$ cat config.mk
export PLATFORM = sky130hd
export DESIGN_NAME = tile_player_mover
export DESIGN_NICKNAME = d
export VERILOG_FILES = /design/src/rtl/tile_player_mover.sv
export SDC_FILE = /design/constraint.sdc
export NUM_CORES = 1
export LEC_CHECK = 0
export CORE_MARGIN = 8
export CORE_UTILIZATION = 45
export CTS_CLUSTER_DIAMETER = 50
export DETAILED_ROUTE_END_ITERATION = 12
export GPL_ROUTABILITY_DRIVEN = 0
export PLACE_DENSITY = 0.62
export SYNTH_ARGS = -nofsm -noshare
export SYNTH_HDL_FRONTEND = slang
export SYNTH_SLANG_ARGS = --single-unit
$ cat constraint.sdc
create_clock -name Clk -period 13.15 [get_ports Clk]
set_clock_uncertainty 0.2 [all_clocks]
set_input_delay 1.315 -clock Clk [delete_from_list [all_inputs] [get_ports Clk]]
set_output_delay 1.315 -clock Clk [all_outputs]
set_load 0.01 [all_outputs]
$ cat src/rtl/tile_player_mover.sv
// Per-frame player position/action engine: spawn search over the map RAM, then
// move / clamp / wall-snap / ladder / enemy-kill handling once per frame_tick.
module tile_player_mover #(
  parameter int unsigned MAP_W       = 20,
  parameter int unsigned MAP_H       = 20,
  parameter int unsigned TILE_LOG2   = 4,
  parameter int unsigned PW          = 9,
  parameter int unsigned PH          = 12,
  parameter int unsigned SPEED       = 2,
  parameter int unsigned SPAWN_CODE  = 31,
  parameter int unsigned LADDER_CODE = 7,
  parameter logic [31:0] PASS_MASK   = 32'h80003C99,
  parameter logic [31:0] ENEMY_MASK  = 32'h00003C18,
  parameter int unsigned SCORE_INC   = 10
) (
  input  logic                               Clk,
  input  logic                               reset,
  input  logic                               frame_tick,
  input  logic [7:0]                         keycode,
  output logic [$clog2(MAP_W*MAP_H)-1:0]     map_addr,
  input  logic [4:0]                         map_data,
  output logic [9:0]                         player_x,
  output logic [9:0]                         player_y,
  output logic                               busy,
  output logic [4:0]                         collision_tile,
  output logic                               enemy_hit,
  output logic [$clog2(MAP_H)-1:0]           hit_row,
  output logic [$clog2(MAP_W)-1:0]           hit_col,
  output logic [15:0]                        score,
  output logic                               frame_overrun
);

  localparam int unsigned N   = MAP_W * MAP_H;
  localparam int unsigned AW  = $clog2(N);
  localparam int unsigned SCW = AW + 1;
  localparam int unsigned RW  = $clog2(MAP_H);
  localparam int unsigned CW  = $clog2(MAP_W);
  localparam int unsigned T   = 1 << TILE_LOG2;
  localparam logic signed [11:0] X_MAX = 12'(MAP_W * T - PW);
  localparam logic signed [11:0] Y_MAX = 12'(MAP_H * T - PH);

  localparam logic [7:0] KEY_A = 8'h04;
  localparam logic [7:0] KEY_D = 8'h07;
  localparam logic [7:0] KEY_S = 8'h16;
  localparam logic [7:0] KEY_W = 8'h1A;
  localparam logic [7:0] KEY_Q = 8'h14;
  localparam logic [7:0] KEY_E = 8'h08;

  typedef enum logic [2:0] {
    SPAWN, IDLE, CALC, SCAN_ADDR, SCAN_CHK, ACT_ADDR, ACT_CHK, COMMIT
  } state_t;

  state_t          state;
  logic [SCW-1:0]  spawn_cnt;
  logic [RW-1:0]   sp_row;
  logic [CW-1:0]   sp_col;
  logic            mv_l, mv_r, mv_u, mv_d, key_q, key_e;
  logic [9:0]      cand_x, cand_y;
  logic [CW-1:0]   scan_c0, scan_c1, cur_c;
  logic [RW-1:0]   scan_r1, cur_r;
  logic            ladder_pend, kill_pend;

  logic signed [11:0] raw_x, raw_y;
  logic [9:0]         cand_x_c, cand_y_c;
  logic [CW-1:0]      c0_c, c1_c, cent_c_c, nxt_c;
  logic [RW-1:0]      r0_c, r1_c, cent_r_c, nxt_r;
  logic               mv_any, last_tile_c;
  logic [11:0]        tile_x_c, tile_y_c;
  logic [16:0]        score_sum_c;

  function automatic logic [AW-1:0] tile_addr(input logic [RW-1:0] r, input logic [CW-1:0] c);
    return AW'(r) * AW'(MAP_W) + AW'(c);
  endfunction

  // Candidate position, covered tile window, centre tile and scan sequencing.
  always_comb begin
    mv_any = mv_l | mv_r | mv_u | mv_d;
    raw_x  = $signed({2'b00, player_x});
    raw_y  = $signed({2'b00, player_y});
    if (mv_r) raw_x = raw_x + 12'(SPEED);
    if (mv_l) raw_x = raw_x - 12'(SPEED);
    if (mv_d) raw_y = raw_y + 12'(SPEED);
    if (mv_u) raw_y = raw_y - 12'(SPEED);

    if (raw_x[11])          cand_x_c = '0;
    else if (raw_x > X_MAX) cand_x_c = 10'(X_MAX);
    else                    cand_x_c = raw_x[9:0];
    if (raw_y[11])          cand_y_c = '0;
    else if (raw_y > Y_MAX) cand_y_c = 10'(Y_MAX);
    else                    cand_y_c = raw_y[9:0];

    c0_c = CW'(cand_x_c >> TILE_LOG2);
    c1_c = CW'((cand_x_c + 10'(PW - 1)) >> TILE_LOG2);
    r0_c = RW'(cand_y_c >> TILE_LOG2);
    r1_c = RW'((cand_y_c + 10'(PH - 1)) >> TILE_LOG2);

    cent_c_c = CW'((player_x + 10'(PW / 2)) >> TILE_LOG2);
    cent_r_c = RW'((player_y + 10'(PH / 2)) >> TILE_LOG2);

    last_tile_c = (cur_c == scan_c1) && (cur_r == scan_r1);
    nxt_c = cur_c;
    nxt_r = cur_r;
    if (cur_c != scan_c1) begin
      nxt_c = cur_c + 1'b1;
    end else begin
      nxt_c = scan_c0;
      nxt_r = cur_r + 1'b1;
    end

    tile_x_c    = 12'(cur_c) << TILE_LOG2;
    tile_y_c    = 12'(cur_r) << TILE_LOG2;
    score_sum_c = {1'b0, score} + 17'(SCORE_INC);
  end

  always_ff @(posedge Clk or posedge reset) begin
    if (reset) begin
      state          <= SPAWN;
      spawn_cnt      <= '0;
      sp_row         <= '0;
      sp_col         <= '0;
      map_addr       <= '0;
      player_x       <= '0;
      player_y       <= '0;
      busy           <= 1'b0;
      collision_tile <= '0;
      enemy_hit      <= 1'b0;
      hit_row        <= '0;
      hit_col        <= '0;
      score          <= '0;
      frame_overrun  <= 1'b0;
      mv_l           <= 1'b0;
      mv_r           <= 1'b0;
      mv_u           <= 1'b0;
      mv_d           <= 1'b0;
      key_q          <= 1'b0;
      key_e          <= 1'b0;
      cand_x         <= '0;
      cand_y         <= '0;
      scan_c0        <= '0;
      scan_c1        <= '0;
      scan_r1        <= '0;
      cur_c          <= '0;
      cur_r          <= '0;
      ladder_pend    <= 1'b0;
      kill_pend      <= 1'b0;
    end else begin
      enemy_hit <= 1'b0;
      if (frame_tick && state != IDLE && state != SPAWN) frame_overrun <= 1'b1;

      case (state)
        // Streamed read: the data seen now belongs to the address issued last cycle.
        SPAWN: begin
          busy <= 1'b1;
          if (spawn_cnt != '0) begin
            if (map_data == 5'(SPAWN_CODE)) begin
              player_x <= 10'(sp_col) << TILE_LOG2;
              player_y <= 10'(sp_row) << TILE_LOG2;
            end
            if (sp_col == CW'(MAP_W - 1)) begin
              sp_col <= '0;
              sp_row <= sp_row + 1'b1;
            end else begin
              sp_col <= sp_col + 1'b1;
            end
          end
          if (spawn_cnt == SCW'(N)) begin
            busy  <= 1'b0;
            state <= IDLE;
          end else begin
            spawn_cnt <= spawn_cnt + 1'b1;
            if (spawn_cnt < SCW'(N - 1)) map_addr <= AW'(spawn_cnt + 1'b1);
          end
        end

        IDLE: begin
          if (frame_tick) begin
            mv_l  <= (keycode == KEY_A);
            mv_r  <= (keycode == KEY_D);
            mv_d  <= (keycode == KEY_S);
            mv_u  <= (keycode == KEY_W);
            key_q <= (keycode == KEY_Q);
            key_e <= (keycode == KEY_E);
            busy  <= 1'b1;
            state <= CALC;
          end
        end

        CALC: begin
          cand_x <= cand_x_c;
          cand_y <= cand_y_c;
          if (mv_any) begin
            scan_c0  <= c0_c;
            scan_c1  <= c1_c;
            scan_r1  <= r1_c;
            cur_c    <= c0_c;
            cur_r    <= r0_c;
            map_addr <= tile_addr(r0_c, c0_c);
            state    <= SCAN_ADDR;
          end else begin
            map_addr <= tile_addr(cent_r_c, cent_c_c);
            state    <= ACT_ADDR;
          end
        end

        SCAN_ADDR: state <= SCAN_CHK;

        // First blocking tile snaps the box flush against it on the moving axis.
        SCAN_CHK: begin
          if (!PASS_MASK[map_data]) begin
            if (mv_r)      cand_x <= (tile_x_c >= 12'(PW)) ? 10'(tile_x_c - 12'(PW)) : '0;
            else if (mv_l) cand_x <= 10'(tile_x_c + 12'(T));
            else if (mv_d) cand_y <= (tile_y_c >= 12'(PH)) ? 10'(tile_y_c - 12'(PH)) : '0;
            else if (mv_u) cand_y <= 10'(tile_y_c + 12'(T));
            map_addr <= tile_addr(cent_r_c, cent_c_c);
            state    <= ACT_ADDR;
          end else if (last_tile_c) begin
            map_addr <= tile_addr(cent_r_c, cent_c_c);
            state    <= ACT_ADDR;
          end else begin
            cur_c    <= nxt_c;
            cur_r    <= nxt_r;
            map_addr <= tile_addr(nxt_r, nxt_c);
            state    <= SCAN_ADDR;
          end
        end

        ACT_ADDR: state <= ACT_CHK;

        ACT_CHK: begin
          ladder_pend <= (map_data == 5'(LADDER_CODE)) && key_q;
          kill_pend   <= ENEMY_MASK[map_data] && key_e;
          state       <= COMMIT;
        end

        COMMIT: begin
          player_x       <= cand_x;
          player_y       <= cand_y;
          collision_tile <= ladder_pend ? 5'(LADDER_CODE) : 5'd0;
          if (kill_pend) begin
            enemy_hit <= 1'b1;
            hit_row   <= cent_r_c;
            hit_col   <= cent_c_c;
            score     <= score_sum_c[16] ? 16'hFFFF : score_sum_c[15:0];
          end
          busy  <= 1'b0;
          state <= IDLE;
        end

        default: state <= IDLE;
      endcase
    end
  end

endmodule

==> metrics.yaml, run 1 <==
floorplanning:
  rows: 54
  fp.coreArea_um2: 21600
  dieArea_um2: 26600
  start_util: 0.452
  fp.dieW_um: 163
  pin_count: 79
  fp.dieH_um: 163
worst_setup_path:
  worstSetupPathType: "reg -> reg"
  r2r-end: "map_addr[8]$_DFFE_PP0P_"
  cp-end-kind: "flip-flop"
  timing.rr.start: "player_y[1]$_DFFE_PP0P_"
  cp.arrival_ns: 6.23
  required_ns: 13.25
  start_kind: "flip-flop"
  cp_max_fo: 16
  rr_worst_depth: 22
  rrSetupSlack_ns: 7.02
cells_and_area:
  multi_input_area_um2: 5910
  fill_cells: 1989
  layout_commonest_cell: "nand2_1"
  seq_area_um2: 3380
  syn_to_final_growth_pct: 15.8
  antenna_cells: 0
  postLayoutCoreUtil: 0.524
  drive_above_1_share: 0.0702
  final_nets: 1237
  most-common-layout-cells: "nand2_1, dfrtp_1, nor2_1, clkdlybuf4s50_1, xnor2_1"
logic_synthesis:
  avgSynthCellArea_um2: 8.64
  synthArstFlopShare: 1.00
  ys.flop_type: "dfrtp_1"
  synth_edf_count: 0
  netlist_instances: 1128
  ys_warn_count: 0
  yosysSeqAreaShare: 0.347
  mappedNetlistArea_um2: 9740
  ys_ff_latch: 135
  yosysUniqueCellTypes: 81
timing:
  finalHoldViolations: 0
  period_share: 0.466
  min_period_ns: 6.13
  final-max-slew-violation-count: 0
  final-setup-viol-count: 0
  finalSetupTns_ns: 0
  rsz0062_at_grt: "no"
  fin_ws_ns: 7.02
  tightest_slew_ns: 1.23
  slew-limit-headroom: 0.177
  fmax_mhz: 163
power:
  power_mw: 2.34
  p_leak_nw: 4.91
  vdd_ir_drop_max_mv: 0.105
  cellPowerDensity_nw_per_um2: 207
worst_hold_path:
  holdPathStages: 1
  worstHoldPathType: "reg -> reg"
  hold_start: "frame_overrun$_DFFE_PP0P_"
  hold_end: "frame_overrun$_DFFE_PP0P_"
routing:
  wl_um: 26500
  drtIter0Drc: 676
  via_per_inst: 5.76
  drt_first_pass_iters: 5
  wire_per_inst_um: 18.1
  drtAntennaViolNets: 0
  drc: 0
  vias: 8416
grt:
  grt_overflow_total: 0
  grt_pass1_vias: 8124
  grt_max_degree: 69
  antenna_found_initial: 0
  grt_pass1_wl_um: 43300
  gr-usage-all-layers: 0.202
cts:
  cts_tree: "built"
  h-tree-depth: 4
  ctsResizeCount: 0
  insertion_delay_ns: 0.43
  clockBufferDepth: 2
  cts_buffers: 17
  root_buffer: "clkbuf_16"
  ctsHoldBuffers: 0
  cts_setup_buffers: 0
  clk_pin_slew_worst_paths_ns: 0.06
  cts.sinks: 135
placed_design:
  hpwl_um: 19700
  port_buffers: 76
  dp_slack_ns: 7.10
run_status:
  run_status: "finished clean"
flow_run:
  drv_cap: 0
-- synth_stat cells (14+ instances only) --
master | instances | area share
nand2_1 | 168 | 0.065
ha_1 | 45 | 0.058
nor3_1 | 23 | 0.012
nor2_1 | 77 | 0.030
inv_1 | 35 | 0.013
xor2_1 | 32 | 0.029
a21o_1 | 15 | 0.012
o211ai_1 | 17 | 0.013
a21oi_1 | 47 | 0.024
clkbuf_1 | 51 | 0.020
nand4_1 | 18 | 0.012
mux2_2 | 14 | 0.016
o21ai_0 | 48 | 0.025
xnor2_1 | 73 | 0.066
mux2i_1 | 22 | 0.023
nand2b_1 | 17 | 0.011
nand3_1 | 46 | 0.024
dfrtp_1 | 135 | 0.35
-- how the worst max path moves through the flow --
stage | end | start
3_5_place_dp | map_addr[8]$_DFFE_PP0P_ | player_y[1]$_DFFE_PP0P_
2_1_floorplan | map_addr[8]$_DFFE_PP0P_ | player_y[2]$_DFFE_PP0P_
5_1_grt | map_addr[8]$_DFFE_PP0P_ | player_y[1]$_DFFE_PP0P_
6_report | map_addr[8]$_DFFE_PP0P_ | player_y[1]$_DFFE_PP0P_
4_1_cts | map_addr[8]$_DFFE_PP0P_ | player_y[1]$_DFFE_PP0P_
3_3_place_gp | map_addr[8]$_DFFE_PP0P_ | player_y[1]$_DFFE_PP0P_
-- layout make-up --
class                   count  area share
clock buffers              18      0.0380
clock inverters            13      0.0151
inverters                  40      0.0137
multi-input cells         883       0.524
flip-flops and latches    135       0.299
well taps                 280      0.0310
repair buffers             93      0.0787
-- logic make-up (layout without fill, tap and decap cells) --
kind of cell	count (synthesis)	after routing	share of synthesized area
XOR/XNOR	108	108	0.101
multiplexers	36	36	0.0388
adder cells (fa/ha/maj)	51	51	0.0701
AND/OR/NAND/NOR	432	432	0.213
other	1	2	0.000385
buffers and inverters	111	164	0.0471
flip-flops	135	135	0.347
AO/OA/AOI/OAI	254	254	0.182
-- stage by stage --
stage / hold WS [ns] / area (um^2) / std cells
2_1_floorplan: 0.243 / 9750 / 1129
3_3_place_gp: 0.239 / 10700 / 1431
3_5_place_dp: 0.248 / 10700 / 1431
4_1_cts: 0.263 / 11300 / 1462
5_1_grt: 0.292 / 11300 / 1462
6_report: 0.255 / 11300 / 1462
-- state kept, by name, indices dropped and copies added (netlist names), 9 cells and up --
name,flops
player_x,10
player_y,10
spawn_cnt,10
cand_y,10
score,16
cand_x,10
map_addr,9
-- routing by layer --
layer | track usage | vias up | wire, um | part of all wire
li1 | - | 4110 | - | -
met1 | 0.277 | 4035 | 12200 | 0.46
met2 | 0.322 | 240 | 12200 | 0.46
met3 | 0.0388 | 31 | 1760 | 0.066
met4 | 0.0534 | 0 | 382 | 0.014
met5 | 0 | - | 0 | 0
-- where the power goes --
part | internal (mW) | total (mW) | switching [mW]
logic | 0.489 | 1.14 | 0.652
clock network | 0.300 | 0.496 | 0.197
registers | 0.528 | 0.703 | 0.175
-- worst max-delay path, stage by stage (launching register included) --
cell and delay, ns:
dfrtp_1 0.63, inv_1 0.09, ha_1 0.32, mux2i_1 0.23
ha_1 0.27, nand4_1 0.12, o32a_1 0.40, or4b_1 0.52
o2111ai_1 0.18, nor3_1 0.09, o211a_1 0.37, and2_1 0.27
nor2_1 0.14, ha_1 0.25, ha_1 0.23, fa_1 0.56
o211ai_1 0.16, nor3_1 0.20, a211oi_1 0.07, a21oi_1 0.15
a21oi_1 0.07, and3_1 0.19, or3_1 0.30
No activity file was read; power rests on OpenSTA's default activity.
==> inputs of run 2 (changes only) <==
==> constraint.sdc (replaced) <==
create_clock -name Clk -period 6 [get_ports Clk]
set_clock_uncertainty 0.2 [all_clocks]
set_input_delay 0.6 -clock Clk [delete_from_list [all_inputs] [get_ports Clk]]
set_output_delay 0.6 -clock Clk [all_outputs]
set_load 0.01 [all_outputs]
==> metrics.yaml, run 2 (synthesized netlist as in run 1, its figures left out) <==
run_status:
  run_status: "finished clean"
power:
  power_mw: 5.08  # +120%
  p_leak_nw: 4.92  # +0.18%
  vdd_ir_drop_max_mv: 0.241  # +130%
  cellPowerDensity_nw_per_um2: 449  # +120%
cells_and_area:
  largest-register: "score"
  fill_cells: 2026  # +1.9%
  final_nets: 1242  # +0.40%
  antenna_cells: 0  # unchanged
  postLayoutCoreUtil: 0.525  # +0.000987
  largest_reg_flops: 16  # unchanged
  drive_above_1_share: 0.0774  # +0.00722
  seq_area_um2: 3380  # unchanged
  syn_to_final_growth_pct: 16.1
  fin_cells: 1468  # +0.41%
  multi_input_area_um2: 5940  # +0.42%
  layout_commonest_cell: "nand2_1"
  most-common-layout-cells: "nand2_1, dfrtp_1, nor2_1, clkdlybuf4s50_1, xnor2_1"
timing:
  slew-limit-headroom: 0.229  # +0.0520
  min_period_ns: 5.62  # -0.508 ns
  rsz0062_at_grt: "no"
  final-max-slew-violation-count: 0  # unchanged
  fmax_mhz: 178  # +9.0%
  fin_ws_ns: 0.379  # -6.64 ns
  period_share: 0.937  # +0.471
  tightest_slew_ns: 1.15  # -0.0868 ns
  finalSetupTns_ns: 0  # unchanged
  final-setup-viol-count: 0  # unchanged
  finalHoldViolations: 0  # unchanged
grt:
  gr-usage-all-layers: 0.204  # +0.00152
  grt_overflow_total: 0  # unchanged
  antenna_found_initial: 0  # unchanged
  grt_max_degree: 103  # +49%
  grt_pass1_vias: 7906  # -2.7%
  grt_pass1_wl_um: 43300  # about the same
routing:
  drc: 0  # unchanged
  wl_um: 26800  # +1.0%
  drtIter0Drc: 678  # +0.30%
  wire_per_inst_um: 18.3  # +0.61%
  drt_first_pass_iters: 5  # unchanged
  drtAntennaViolNets: 0  # unchanged
  via_per_inst: 5.77  # +0.31%
  vias: 8477  # +0.72%
cts:
  h-tree-depth: 4  # unchanged
  root_buffer: "clkbuf_16"
  cts_tree: "built"
  ctsHoldBuffers: 0  # unchanged
  clk_pin_slew_worst_paths_ns: 0.07  # about the same
  insertion_delay_ns: 0.42  # about the same
  cts_buffers: 17  # unchanged
  clockBufferDepth: 2  # unchanged
  cts.sinks: 135  # unchanged
  ctsResizeCount: 0  # unchanged
  cts_setup_buffers: 0  # unchanged
worst_setup_path:
  cp-end-kind: "flip-flop"
  rr_worst_depth: 22  # unchanged
  path_common_cell: "ha_1"
  crit_chain: "inv_1 -> ha_1 -> mux2i_2 -> ha_1 -> nand4_1 -> o32a_1 -> or4b_1 -> o2111ai_2 -> nor3_1 -> o211a_4 -> and2_1 -> nor2_1 -> ha_1 -> ha_1 -> fa_1 -> o211ai_1 -> nor3_1 -> a211oi_1 -> a21oi_1 -> a21oi_1 -> and3_1 -> or3_1"
  rrSetupSlack_ns: 0.38  # -6.64 ns
  cpPeakStageDelay_ns: 0.56  # -0.07 ns
  required_ns: 6.11  # -7.14 ns
  r2r-end: "map_addr[8]$_DFFE_PP0P_"
  cp_max_fo: 13  # -3
  cp.arrival_ns: 5.73  # -0.50 ns
  start_kind: "flip-flop"
  timing.rr.start: "player_y[1]$_DFFE_PP0P_"
  slowest_stage: "or4b_1"
  worstSetupPathType: "reg -> reg"
placed_design:
  port_buffers: 76  # unchanged
  dp_slack_ns: 0.297  # -6.80 ns
  place_inst: 1436  # +0.35%
  hpwl_um: 20100  # +2.4%
worst_hold_path:
  holdPathStages: 1  # unchanged
  hold_start: "frame_overrun$_DFFE_PP0P_"
  hold_end: "frame_overrun$_DFFE_PP0P_"
  worstHoldPathType: "reg -> reg"
floorplanning:
  dieArea_um2: 26600  # unchanged
  start_util: 0.452  # unchanged
  fp.coreArea_um2: 21600  # unchanged
  fp.dieW_um: 163  # unchanged
  fp.dieH_um: 163  # unchanged
  pin_count: 79  # unchanged
  rows: 54  # unchanged
flow_run:
  drv_cap: 0  # unchanged
[run 2: final cells by class]
class / instances / share of cell area
clock buffers: 19 / 0.0383
clock inverters: 13 / 0.0111
well taps: 280 / 0.0310
multi-input cells: 883 / 0.525
inverters: 40 / 0.0137
flip-flops and latches: 135 / 0.299
repair buffers: 98 / 0.0819
[run 2: through the flow]
stage,hold WS [ns],instance area (um^2)
finish,0.253,11300
global placement,0.240,10700
floorplan,0.243,9750
global route,0.299,11300
detailed placement,0.243,10700
CTS,0.258,11300
[run 2: how the worst max path moves through the flow]
stage                                       start                      end  slack (ns)  depth (start not counted)
after CTS                 player_y[1]$_DFFE_PP0P_  map_addr[8]$_DFFE_PP0P_        0.30                         22
after detailed placement  player_y[1]$_DFFE_PP0P_  map_addr[8]$_DFFE_PP0P_        0.30                         22
final                     player_y[1]$_DFFE_PP0P_  map_addr[8]$_DFFE_PP0P_        0.38                         22
after global placement    player_y[1]$_DFFE_PP0P_  map_addr[8]$_DFFE_PP0P_        0.47                         22
after global routing      player_y[1]$_DFFE_PP0P_  map_addr[8]$_DFFE_PP0P_        0.04                         22
after floorplan           player_y[2]$_DFFE_PP0P_  map_addr[8]$_DFFE_PP0P_        0.46                         24
[run 2: where the power goes]
part / internal [mW] / leakage [nW] / total (mW) / switching (mW)
registers: 1.16 / 1.80 / 1.53 / 0.375
clock network: 0.575 / 0.257 / 1.01 / 0.434
logic: 1.09 / 2.86 / 2.54 / 1.45
total: 2.82 / 4.92 / 5.08 / 2.26
[run 2: worst max-delay path, delay by kind of cell (launching register included)]
kind / cells / cell delay (ns)
flip-flops: 1 / 0.34
adder cells (fa/ha/maj): 5 / 1.59
AO/OA/AOI/OAI: 7 / 1.28
AND/OR/NAND/NOR: 8 / 1.86
buffers and inverters: 1 / 0.04
multiplexers: 1 / 0.21
[run 2: routing by layer]
metal / track usage / wire, um / vias to the layer above
met4: 0.0538 / 436 / 0
met1: 0.283 / 12500 / 4048
met5: 0 / 0 / -
met3: 0.0398 / 1690 / 35
li1: - / - / 4125
met2: 0.318 / 12200 / 269
==> inputs of run 3 (changes only) <==
--- a/config.mk
+++ b/config.mk
@@ -5,12 +5,15 @@
 export SDC_FILE = /design/constraint.sdc
 export NUM_CORES = 1
 export LEC_CHECK = 0
+export ABC_AREA = 1
+export ABC_CLOCK_PERIOD_IN_PS = 6000
 export CORE_MARGIN = 8
 export CORE_UTILIZATION = 45
 export CTS_CLUSTER_DIAMETER = 50
 export DETAILED_ROUTE_END_ITERATION = 12
 export GPL_ROUTABILITY_DRIVEN = 0
-export PLACE_DENSITY = 0.62
+export PLACE_DENSITY = 0.63
+export SLEW_MARGIN = 10
 export SYNTH_ARGS = -nofsm -noshare
 export SYNTH_HDL_FRONTEND = slang
 export SYNTH_SLANG_ARGS = --single-unit
==> metrics.yaml, run 3 <==
timing:
  slew-limit-headroom: 0.300  # +0.0707
  final-max-slew-violation-count: 0  # unchanged
  finalHoldViolations: 0  # unchanged
  fin_hold_ws_ns: 0.262  # +0.00846 ns
  tightest_slew_ns: 1.04  # -0.107 ns
  period_share: 0.808  # -0.129
  finalSetupTns_ns: 0  # unchanged
  rsz0062_at_grt: "no"
  fmax_mhz: 206  # +16%
  final-setup-viol-count: 0  # unchanged
  min_period_ns: 4.85  # -0.774 ns
worst_setup_path:
  worst-path-buf-inv: 5  # +4
  cp.arrival_ns: 5.02  # -0.71 ns
  r2r-end: "map_addr[8]$_DFFE_PP0P_"
  worstSetupPathType: "reg -> reg"
  rrSetupSlack_ns: 1.15  # +0.77 ns
  cpPeakStageDelay_ns: 0.48  # -0.08 ns
  start_kind: "flip-flop"
  required_ns: 6.17  # +0.06 ns
  rr_worst_depth: 29  # +32%
  timing.rr.start: "player_y[1]$_DFFE_PP0P_"
  cp_max_fo: 7  # -6
  slowest_stage: "fa_1"
  crit_family: "simple AND/OR/NAND/NOR gates"
  path_common_cell: "nand2_1"
  cp-end-kind: "flip-flop"
floorplanning:
  fp.coreArea_um2: 20300  # -5.8%
  fp.dieW_um: 160  # -1.9%
  start_util: 0.460  # +0.00831
  fp.dieH_um: 160  # -1.9%
  rows: 52  # -3.7%
  pin_count: 79  # unchanged
  dieArea_um2: 25600  # -3.7%
cts:
  root_buffer: "clkbuf_16"
  ctsResizeCount: 0  # unchanged
  clockBufferDepth: 2  # unchanged
  clk_pin_slew_worst_paths_ns: 0.06  # about the same
  ctsHoldBuffers: 0  # unchanged
  cts_setup_buffers: 0  # unchanged
  cts_tree: "built"
  h-tree-depth: 4  # unchanged
  cts_buffers: 17  # unchanged
  insertion_delay_ns: 0.43  # about the same
  cts.sinks: 135  # unchanged
worst_hold_path:
  hold_end: "score[0]$_DFFE_PP0P_"
  holdPathStages: 2  # +1
  worstHoldPathType: "reg -> reg"
  hold_start: "score[0]$_DFFE_PP0P_"
power:
  p_leak_nw: 5.44  # +11%
  vdd_ir_drop_max_mv: 0.365  # +52%
  cellPowerDensity_nw_per_um2: 526  # +17%
placed_design:
  port_buffers: 76  # unchanged
  hpwl_um: 19900  # -1.3%
logic_synthesis:
  synth_top_area_share: 0.362  # +0.0148
  synthTopCellsByArea: "dfrtp_1, nand2_1, inv_1"
  ys.flop_type: "dfrtp_1"
  mappedNetlistArea_um2: 9340  # -4.1%
  yosysTopAreaCell: "dfrtp_1"
  ys_ff_latch: 135  # unchanged
  synth_edf_count: 0  # unchanged
  yosysSeqAreaShare: 0.362  # +0.0148
  synthArstFlopShare: 1.00  # unchanged
  ys_warn_count: 0  # unchanged
  synth.most_common_cell: "nand2_1"
  avgSynthCellArea_um2: 7.29  # -16%
  yosysUniqueCellTypes: 54  # -33%
  netlist_instances: 1281  # +14%
  synth_top_cells_by_count: "nand2_1, inv_1, dfrtp_1, nor2_1, o21ai_0"
cells_and_area:
  syn_to_final_growth_pct: 17.5
  largest_reg_flops: 16  # unchanged
  drive_above_1_share: 0.0734  # -0.00407
  antenna_cells: 0  # unchanged
  largest-register: "score"
  layout_commonest_cell: "nand2_1"
  most-common-layout-cells: "nand2_1, inv_1, dfrtp_1, nor2_1, o21ai_0"
  final_nets: 1417  # +14%
grt:
  grt_pass1_vias: 8293  # +4.9%
  grt_overflow_total: 0  # unchanged
  gr-usage-all-layers: 0.204  # +0.000536
  grt_pass1_wl_um: 42800  # -1.1%
  antenna_found_initial: 0  # unchanged
  grt_max_degree: 98  # -4.9%
routing:
  via_per_inst: 5.28  # -8.5%
  wire_per_inst_um: 15.7  # -14%
  wl_um: 25700  # -4.2%
  drtIter0Drc: 541  # -20%
  drt_first_pass_iters: 5  # unchanged
  drc: 0  # unchanged
  vias: 8627  # +1.8%
  drtAntennaViolNets: 0  # unchanged
flow_run:
  drv_cap: 0  # unchanged
run_status:
  run_status: "finished clean"
-- run 3: cell count changes in the layout (fill, tap and decap cells not counted), moves of 14 or more --
cell and change:
nand2_1 +156, inv_1 +141, xnor2_1 -62, nand3_1 +32, o21ai_0 +32, nor2_1 +22, mux2i_1 -20, nand2_2 +17
nand2b_1 -17, buf_4 -16, a21o_1 -14, mux2_2 -14
-- run 3: cell type report --
| cell class | instances | area (um^2) |
|---|---|---|
| Fill cell | 2009 | 9320 |
| Multi-Input combinational cell | 922 | 5090 |
| Sequential cell | 135 | 3380 |
| Timing Repair Buffer | 82 | 806 |
| Inverter | 192 | 726 |
| Clock buffer | 21 | 470 |
| Tap cell | 270 | 338 |
| Clock inverter | 11 | 171 |
-- run 3: worst min-delay path: stages (launching register included) --
cell	delay, ns
dfrtp_1	0.34
inv_1	0.04
nand2_1	0.05
-- run 3: logic make-up (layout without fill, tap and decap cells) --
logic type,after synthesis,count (layout),synth area share
and+or+nand+nor,604,604,0.288
buffers and inverters,225,306,0.0943
AOI/OAI and AO/OA,208,208,0.129
DFF,135,135,0.362
xor gates and xnor gates,56,56,0.0525
adders and majority gates,51,51,0.0731
other,1,2,0.000401
muxes,1,1,0.00107
-- run 3: where the power goes --
part | internal, mW | switching, mW | leakage, nW
Sequential | 1.19 | 0.290 | 1.73
Clock | 0.729 | 0.418 | 0.309
Combinational | 1.14 | 2.01 | 3.40
Total | 3.05 | 2.72 | 5.44
-- run 3: per-stage QoR --
stage                     instances  utilization  total power, mW  setup WS, ns  area [um^2]
after floorplan                1282            -             3.67          1.55         9350
after global placement         1601        0.509             4.57          1.32        10300
after detailed placement       1601        0.509             4.59          1.18        10300
after CTS                      1633        0.541             5.77          1.17        11000
after global routing           1633        0.541             6.28         0.661        11000
final                          1633        0.541             5.78          1.15        11000
-- run 3: worst max-delay path by stage --
stage	startpoint	to	slack, ns	depth (start not counted)
final	player_y[1]$_DFFE_PP0P_	map_addr[8]$_DFFE_PP0P_	1.15	29
after global routing	player_y[1]$_DFFE_PP0P_	map_addr[8]$_DFFE_PP0P_	0.66	29
after CTS	player_y[1]$_DFFE_PP0P_	map_addr[8]$_DFFE_PP0P_	1.17	29
after detailed placement	player_y[1]$_DFFE_PP0P_	map_addr[8]$_DFFE_PP0P_	1.18	29
after global placement	player_y[1]$_DFFE_PP0P_	map_addr[8]$_DFFE_PP0P_	1.32	29
after floorplan	player_y[1]$_DFFE_PP0P_	map_addr[8]$_DFFE_PP0P_	1.55	29
-- run 3: layer usage --
metal  vias to the layer above  routed length, um  part of all wire  GRT usage
li1                       4322                  -                 -          -
met1                      4015              12200              0.47      0.279
met2                       260              11200              0.43      0.311
met3                        30               2000             0.078     0.0555
met4                         0                344             0.013     0.0565
met5                         -                  0                 0          0
